**src/rtl/chunk_add_sub_pkg.sv**
```systemverilog
// Shared types for chunk_add_sub: controller states and operation mode encodings.
package chunk_add_sub_pkg;

  typedef enum logic [1:0] {
    ST_IDLE = 2'd0,
    ST_RUN  = 2'd1,
    ST_DONE = 2'd2
  } state_t;

  localparam logic MODE_ADD = 1'b0;
  localparam logic MODE_SUB = 1'b1;

endpackage

```
**src/rtl/add_sub_chunk.sv**
```systemverilog
// Combinational CHUNK-bit ripple adder; also exposes the carry into its MSB
// so the caller can form signed overflow on the final chunk.
module add_sub_chunk #(
  parameter int CHUNK = 4
) (
  input  logic [CHUNK-1:0] i_a,
  input  logic [CHUNK-1:0] i_b,
  input  logic             i_cin,
  output logic [CHUNK-1:0] o_sum,
  output logic             o_cout,
  output logic             o_cmsb
);

  logic [CHUNK:0] w_c;

  always_comb begin
    w_c    = '0;
    o_sum  = '0;
    w_c[0] = i_cin;
    for (int i = 0; i < CHUNK; i++) begin
      o_sum[i]  = i_a[i] ^ i_b[i] ^ w_c[i];
      w_c[i+1]  = (i_a[i] & i_b[i]) | (w_c[i] & (i_a[i] ^ i_b[i]));
    end
  end

  assign o_cout = w_c[CHUNK];
  assign o_cmsb = w_c[CHUNK-1];

endmodule

```
**src/rtl/chunk_add_sub.sv**
```systemverilog
// Multi-cycle add/subtract processing CHUNK bits per cycle, LSB chunk first.
// Define CHUNK_ADD_SUB_SATURATE_EN to clamp the sum to signed max/min on overflow.
//
// state   | meaning
// ST_IDLE | waiting for an operation, in_ready high
// ST_RUN  | one chunk per cycle, carry held in r_cin between chunks
// ST_DONE | result presented with out_valid until out_ready
module chunk_add_sub
  import chunk_add_sub_pkg::*;
#(
  parameter int WIDTH = 16,
  parameter int CHUNK = 4
) (
  input  logic             clk,
  input  logic             rst_n,
  input  logic             in_valid,
  output logic             in_ready,
  input  logic [WIDTH-1:0] a,
  input  logic [WIDTH-1:0] b,
  input  logic             mode,
  output logic             out_valid,
  input  logic             out_ready,
  output logic [WIDTH-1:0] sum,
  output logic             carry,
  output logic             overflow
);

  localparam int N     = (CHUNK >= 1) ? WIDTH / CHUNK : 1;
  localparam int IDX_W = (N > 1) ? $clog2(N) : 1;
  localparam logic [IDX_W-1:0] LAST_IDX = IDX_W'(N - 1);

  if (CHUNK < 1 || (WIDTH % CHUNK) != 0) begin : g_bad_cfg
    $error("chunk_add_sub: WIDTH must be a positive multiple of CHUNK");
  end

  state_t           r_state, w_state_nxt;
  logic [WIDTH-1:0] r_a, r_b, r_acc, r_sum;
  logic             r_cin, r_carry, r_ovf;
  logic [IDX_W-1:0] r_idx;

  logic [CHUNK-1:0] w_chunk_a, w_chunk_b, w_chunk_sum;
  logic             w_cout, w_cmsb, w_ovf, w_accept;
  logic [WIDTH-1:0] w_acc_nxt, w_sum_final;

  assign w_accept  = (r_state == ST_IDLE) && in_valid;
  assign w_chunk_a = r_a[int'(r_idx)*CHUNK +: CHUNK];
  assign w_chunk_b = r_b[int'(r_idx)*CHUNK +: CHUNK];
  assign w_ovf     = w_cout ^ w_cmsb;

  add_sub_chunk #(.CHUNK(CHUNK)) u_chunk (
    .i_a    (w_chunk_a),
    .i_b    (w_chunk_b),
    .i_cin  (r_cin),
    .o_sum  (w_chunk_sum),
    .o_cout (w_cout),
    .o_cmsb (w_cmsb)
  );

  always_ff @(posedge clk or negedge rst_n) begin
    if (!rst_n) r_state <= ST_IDLE;
    else        r_state <= w_state_nxt;
  end

  always_comb begin
    w_state_nxt = r_state;
    case (r_state)
      ST_IDLE: if (in_valid)            w_state_nxt = ST_RUN;
      ST_RUN:  if (r_idx == LAST_IDX)   w_state_nxt = ST_DONE;
      ST_DONE: if (out_ready)           w_state_nxt = ST_IDLE;
      default:                          w_state_nxt = ST_IDLE;
    endcase
  end

  always_comb begin
    w_acc_nxt = r_acc;
    w_acc_nxt[int'(r_idx)*CHUNK +: CHUNK] = w_chunk_sum;
    w_sum_final = w_acc_nxt;
`ifdef CHUNK_ADD_SUB_SATURATE_EN
    if (w_ovf)
      w_sum_final = r_a[WIDTH-1] ? {1'b1, {(WIDTH-1){1'b0}}} : {1'b0, {(WIDTH-1){1'b1}}};
`endif
  end

  // Subtraction is A + ~B + 1: invert B and seed the carry at capture time.
  always_ff @(posedge clk or negedge rst_n) begin
    if (!rst_n) begin
      r_a     <= '0;
      r_b     <= '0;
      r_acc   <= '0;
      r_cin   <= 1'b0;
      r_idx   <= '0;
      r_sum   <= '0;
      r_carry <= 1'b0;
      r_ovf   <= 1'b0;
    end else if (w_accept) begin
      r_a   <= a;
      r_b   <= b ^ {WIDTH{mode == MODE_SUB}};
      r_cin <= (mode == MODE_SUB);
      r_idx <= '0;
    end else if (r_state == ST_RUN) begin
      r_acc <= w_acc_nxt;
      r_cin <= w_cout;
      r_idx <= r_idx + IDX_W'(1);
      if (r_idx == LAST_IDX) begin
        r_sum   <= w_sum_final;
        r_carry <= w_cout;
        r_ovf   <= w_ovf;
      end
    end
  end

  assign in_ready  = (r_state == ST_IDLE);
  assign out_valid = (r_state == ST_DONE);
  assign sum       = r_sum;
  assign carry     = r_carry;
  assign overflow  = r_ovf;

endmodule
```
**config.mk**
```make
export PLATFORM = sky130hd
export DESIGN_NAME = chunk_add_sub
export DESIGN_NICKNAME = d
export VERILOG_FILES = /design/src/rtl/chunk_add_sub_pkg.sv /design/src/rtl/add_sub_chunk.sv /design/src/rtl/chunk_add_sub.sv
export SDC_FILE = /design/constraint.sdc
export NUM_CORES = 1
export LEC_CHECK = 0
export ABC_AREA = 1
export BUFFER_PORTS_ARGS = -buffer_cell sky130_fd_sc_hd__buf_2
export CORE_MARGIN = 2
export CORE_UTILIZATION = 45
export CTS_CLUSTER_DIAMETER = 150
export DETAILED_ROUTE_END_ITERATION = 10
export HOLD_SLACK_MARGIN = 0.03
export PLACE_DENSITY_LB_ADDON = 0.3
export SLEW_MARGIN = 20
export SYNTH_ARGS = -nofsm -noshare
export SYNTH_HDL_FRONTEND = slang
export SYNTH_SLANG_ARGS = --single-unit
```
**constraint.sdc**
```tcl
create_clock -name clk -period 7.7 [get_ports clk]
set_clock_uncertainty 0.05 [all_clocks]
set_input_delay 0.385 -clock clk [delete_from_list [all_inputs] [get_ports clk]]
set_output_delay 0.385 -clock clk [all_outputs]
set_load 0.01 [all_outputs]
```
==> summary.txt, run 1 <==
Startpoint Class - register
Mapped Avg Cell Area - 8.067 um2
fin. max-slew vios - 0
CP Depth - 15
DRC viols - 0
crit end category - register
Filler cells - 748
total gr overflow - 0
Hold Path Class - input port to register
Worst R2R Start - r_idx[0]
Slew HR - 40.63%
final worst-path cycle share - 47.60%
Largest delay share family, worst path - adder cells
Mapped Area - 0.003517 mm2
register cell area after layout - 0.001777 mm2
fin util - 51.91%
RSZ-0062 raised after global routing - no
CTS sink cnt - 71
Worst Path Max Fanout - 30
Die Footprint - 0.008539 mm2
Reg clk slew, reported paths - 0.07 ns
CP bufs+invs - 4
cts hold-fix bufs - 0
Tightest Pin Transition - 0.8905 ns
VDD IR-drop max - 0.0001789 V
clock root buffer - clkbuf_8
power consumption - 0.001660 W
outcome - complete, no violations
Nets - 532
number of port buffers - 56
initial antenna violation count - 0
Die W - 92.41 um
fin crit period - 3.666 ns
Final setup viols - 0
first-pass GRT wire length - 12450 um
WS Path Type - register to register
# rows - 32
H-Tree Depth - 3
Final Hold Fails - 0
Distinct cells, synth - 22
Worst Reg-to-Reg Cells - 15
R2R setup slack - 4.03 ns
post-DP HPWL - 5137 um
Ys Warns - 0
WL per Instance - 12.40 um
CTS tree - yes
Ports - 57
share of cells above drive strength 1 - 16.02%
Setup TNS Final - 0 ns
Vias/cell - 4.837
core area - 0.007647 mm2
Static Leak - 2.182 nW
post-cts resize count - 0
worst-case clock buffer depth - 2
vias - 2849
synth-to-layout area growth - 12.88%
crit-path max cell delay - 0.93 ns
DR iter-0 viols - 115
syn nets - 483
slowest stage cell, crit path - dfrtp_1
end of the critical path - sum[15]
largest net degree at the start of global routing - 72
f_max - 272.8 MHz
pwr dens - 418.2 mW/mm2
RR Endpoint - sum[15]
total global-route track usage - 18.65%
TritonCTS Buffers - 9
Yosys reg bits - 71
Max Cap Viol - 0
CP cell instances - inv_2 > nand2_1 > nand3_1 > nand2_1 > fa_1 > inv_1 > fa_1 > inv_1 > fa_1 > inv_1 > fa_1 > nand3_1 > o21ai_0 > nand2_1 > nand2_1
Initial DRT Pass Iterations - 5
cells after synthesis - 436
Die Y - 92.41 um
worst setup path startpoint - r_idx[0]
CP arrival - 3.90 ns
final wirelength - 7302 um
Seq/Total Area, Yosys - 50.52%
RD Place Congestion - 0.8934
latest clock arrival within the worst-skew pair - 0.34 ns
post-CTS setup buffers - 0
diode count - 0
area of the multi-input gates - 0.001531 mm2
Starting Density - 45.99%
vias in the first global route - 2667
Worst Path Required - 7.93 ns
Antenna Violating Nets Remaining - 0
## worst register-to-register path, delay by kind of cell, from the launching register on
family / cells / cell delay (ns)
fa+ha+maj: 4 / 1.28
flops: 1 / 0.93
simple gates: 6 / 0.57
buf+inv: 4 / 0.53
compound gates: 1 / 0.27
## cells in the mapped netlist
| cell | n | area share, % |
|---|---|---|
| ha_1 | 6 | 2.1 |
| nand3_1 | 23 | 3.3 |
| buf_2 | 10 | 1.4 |
| inv_4 | 2 | 0.36 |
| nor2_1 | 15 | 1.6 |
| nand2_4 | 1 | 0.32 |
| nand2_1 | 218 | 23 |
| o31ai_1 | 1 | 0.21 |
| nor2_2 | 1 | 0.18 |
| inv_2 | 2 | 0.21 |
| xnor2_1 | 16 | 4.0 |
| o21ai_1 | 1 | 0.14 |
| inv_1 | 14 | 1.5 |
| clkinv_1 | 1 | 0.11 |
| dfrtp_1 | 71 | 51 |
| o22ai_1 | 4 | 0.71 |
| buf_6 | 4 | 1.3 |
| fa_1 | 4 | 2.3 |
| nand2_2 | 2 | 0.36 |
| buf_4 | 5 | 1.1 |
| o21ai_0 | 34 | 4.8 |
| xor2_1 | 1 | 0.25 |
## per-layer routing
metal | up-vias | share of wire, % | GRT usage (%)
li1 | 1458 | - | -
met3 | 6 | 4.4 | 3.987
met2 | 72 | 47 | 28.53
met4 | 0 | 1.2 | 8.706
met5 | - | 0 | 0
met1 | 1313 | 47 | 25.46
## cells in the final DEF (no fill, tap or decap)
cell / count
nand2_1: 218
dfrtp_1: 71
buf_2: 56
o21ai_0: 34
nand3_1: 23
xnor2_1: 16
nor2_1: 15
inv_1: 14
clkbuf_8: 12
ha_1: 6
o22ai_1: 4
fa_1: 4
inv_2: 2
nand2_2: 2
inv_4: 2
clkinv_1: 1
nor2_2: 1
nand2_4: 1
o31ai_1: 1
xor2_1: 1
o21ai_1: 1
clkinv_2: 1
buf_4: 1
## metrics by stage
| stage | std cells | instance area [um2] | setup slack (ns) | hold slack [ns] |
|---|---|---|---|---|
| 5_1_grt | 589 | 3970 | 3.667 | 0.1729 |
| 2_1_floorplan | 436 | 3517 | 4.716 | 0.03941 |
| 4_1_cts | 589 | 3970 | 4.076 | 0.1664 |
| 6_report | 589 | 3970 | 4.034 | 0.1845 |
| 3_5_place_dp | 576 | 3800 | 4.094 | 0.4100 |
| 3_3_place_gp | 576 | 3800 | 4.238 | 0.4059 |
## layout make-up
class | instances | share of cell area, %
Multi-Input combinational cell | 327 | 38.58
Clock buffer | 12 | 4.160
Tap cell | 102 | 3.215
Inverter | 19 | 1.922
Timing Repair Buffer | 57 | 7.249
Sequential cell | 71 | 44.75
Clock inverter | 1 | 0.1261
## kinds of logic after synthesis
logic type               Yosys count  synth area share, %
AND/OR/NAND/NOR                  260                28.99
flip-flops                        71                50.52
AO/OA/AOI/OAI                     40                5.905
buffers and inverters             38                5.941
XOR/XNOR                          17                4.233
adder cells (fa/ha/maj)           10                4.411
## power breakdown
group	leakage, nW	switching, W	internal [W]	total (W)
clock	0.0902	0.000125	0.000137	0.000263
combinational	1.17	0.000489	0.000267	0.000756
sequential	0.925	0.000115	0.000526	0.000641
total	2.18	0.000730	0.000931	0.00166
## worst min path at each step
| stage | startpoint | endpoint | slack, ns | depth (start not counted) |
|---|---|---|---|---|
| 3_5_place_dp | sum[10] | sum[10] | 0.41 | 2 |
| 5_1_grt | a[8] | r_a[8] | 0.17 | 3 |
| 3_3_place_gp | sum[4] | sum[4] | 0.41 | 2 |
| 2_1_floorplan | rst_n | carry | 0.04 | 0 |
| 4_1_cts | a[8] | r_a[8] | 0.17 | 3 |
| 6_report | a[12] | r_a[12] | 0.18 | 3 |
## sequential cells by signal (all words and copies together) (netlist names)
name      cells
carry         1
overflow      1
r_a          16
r_acc        16
r_b          16
r_cin         1
r_idx         2
r_state       2
sum          16
Power figures use the tool's default switching activity.
==> run 2, diff against run 1 <==
==> constraint.sdc (replaced) <==
create_clock -name clk -period 3.6 [get_ports clk]
set_clock_uncertainty 0.05 [all_clocks]
set_input_delay 0.18 -clock clk [delete_from_list [all_inputs] [get_ports clk]]
set_output_delay 0.18 -clock clk [all_outputs]
set_load 0.01 [all_outputs]
==> run 2 against run 1 <==
Clock power is 150% higher. Die area stayed put. Sequential cell count stayed put. Global-route usage is 1.1 points higher. Sequential share of layout area is 2.6 points lower. Wire length is 8.1% higher. Maximum frequency is 21% higher. Combinational power is 130% higher. Count of clock-buffer cells in the layout is 2 lower. Sequential power is 110% higher. Power is 120% higher.
==> summary.txt, run 2 (synthesized netlist as in run 1, its figures left out) <==
outcome - complete, no violations
R2R setup slack - 0.56 ns
WL per Instance - 12.86 um
Die Footprint - 0.008539 mm2
post-cts resize count - 0
Die W - 92.41 um
critical hold path startpoint - b[11]
Vias/cell - 4.806
Worst R2R Start - r_idx[0]
most frequent cells in the layout - nand2_1, dfrtp_1, buf_2
final wirelength - 7893 um
CTS tree - yes
synth-to-layout area growth - 19.89%
fin crit period - 3.036 ns
Startpoint Class - register
worst-case clock buffer depth - 2
total global-route track usage - 19.73%
f_max - 329.4 MHz
Setup TNS Final - 0 ns
RSZ-0062 raised after global routing - no
pre-CTS setup slack - 0.5701 ns
TritonCTS Buffers - 9
RD Place Congestion - 0.9146
filler-free cell count of the finished design - 614
final worst-path cycle share - 84.33%
Max Cap Viol - 0
share of cells above drive strength 1 - 16.60%
Slew HR - 45.65%
dpl cell area - 0.003830 mm2
VDD IR-drop max - 0.0003732 V
number of port buffers - 56
first-pass GRT wire length - 13080 um
DR iter-0 viols - 102
Final Hold Fails - 0
CP arrival - 3.23 ns
diode count - 0
vias in the first global route - 2788
Ports - 57
RR Endpoint - r_acc[7]
Worst Path Required - 3.79 ns
post-route cell area - 0.004217 mm2
clock root buffer - clkbuf_8
Worst Reg-to-Reg Cells - 15
# rows - 32
fin util - 55.14%
latest clock arrival within the worst-skew pair - 0.35 ns
core area - 0.007647 mm2
most common cell after layout, fill and taps aside - nand2_1
Antenna Violating Nets Remaining - 0
pwr dens - 884.9 mW/mm2
depth of the worst hold-timing path - 3
Reg clk slew, reported paths - 0.08 ns
final worst-path setup slack - 0.5643 ns
fin. max-slew vios - 0
Worst Path Max Fanout - 20
largest net degree at the start of global routing - 51
crit end category - register
DRC viols - 0
WS Path Type - register to register
Die Y - 92.41 um
vias - 2951
Hold Path End - r_b[11]
Static Leak - 2.289 nW
Initial DRT Pass Iterations - 4
Tightest Pin Transition - 0.8123 ns
placed instance count - 580
Final setup viols - 0
total gr overflow - 0
Starting Density - 45.99%
Hold Path Class - input port to register
Nets - 554
post-DP HPWL - 5349 um
H-Tree Depth - 3
CTS sink cnt - 71
Filler cells - 743
initial antenna violation count - 0
## run 2: cell types whose count changed in the layout (fill, tap and decap cells not counted), sizes merged
cell	change
clkbuf	-2
buf	+4
dlygate4sd3	+18
inv	+1
clkinvlp	+1
clkinv	+2
bufinv	+1
## run 2: worst max-delay path: stages (launching register included)
cell	delay, ns
dfrtp_1	0.41
inv_2	0.25
nand2_1	0.10
nand3_1	0.08
nand2_1	0.07
fa_1	0.38
inv_1	0.08
fa_1	0.16
inv_1	0.05
fa_1	0.39
inv_1	0.09
fa_1	0.46
nand3_1	0.13
o21ai_0	0.12
nand2_1	0.08
nand2_1	0.05
## run 2: worst max path at each step
stage	startpoint	end	slack [ns]	cells past startpoint
3_3_place_gp	r_idx[0]	r_acc[15]	0.67	15
4_1_cts	r_idx[0]	r_acc[7]	0.56	15
3_5_place_dp	r_idx[0]	r_acc[7]	0.57	15
5_1_grt	r_idx[0]	r_acc[15]	0.29	15
6_report	r_idx[0]	r_acc[7]	0.56	15
2_1_floorplan	r_idx[0]	r_acc[7]	0.62	17
## run 2: final cells by class
class	count	area, um2	share of cell area [%]
inverters	19	76.32	1.810
multi-input cells	327	1531	36.32
flip-flops and latches	71	1777	42.14
clock inverters	6	68.82	1.632
repair buffers	79	498.0	11.81
clock buffers	10	137.6	3.264
well taps	102	127.6	3.027
## run 2: report_power, final
group          switching [W]  internal, W  leakage, nW
Combinational        0.00114     0.000605         1.26
Sequential          0.000204      0.00113        0.925
Clock               0.000314     0.000342        0.103
Total                0.00166      0.00207         2.29
## run 2: routing by layer
metal  GRT usage (%)  share of wire [%]  vias to the layer above
met5               0                  0                        -
met4           9.080                1.9                        0
met3           3.417                4.1                       13
met2           31.27                 47                       86
met1           26.52                 47                     1356
li1                -                  -                     1496
## run 2: through the flow
step / total power (W) / hold WS, ns
5_1_grt: 0.004069 / 0.05737
3_5_place_dp: 0.003070 / 0.2433
2_1_floorplan: 0.002583 / -0.1656
6_report: 0.003731 / 0.05819
3_3_place_gp: 0.003022 / 0.2390
4_1_cts: 0.003758 / 0.04541
## run 2: repair_timing
action                    4_1_cts  5_1_grt
hold buffers                   18        0
hold endpoints to repair       48        0
setup buffers                   0        0
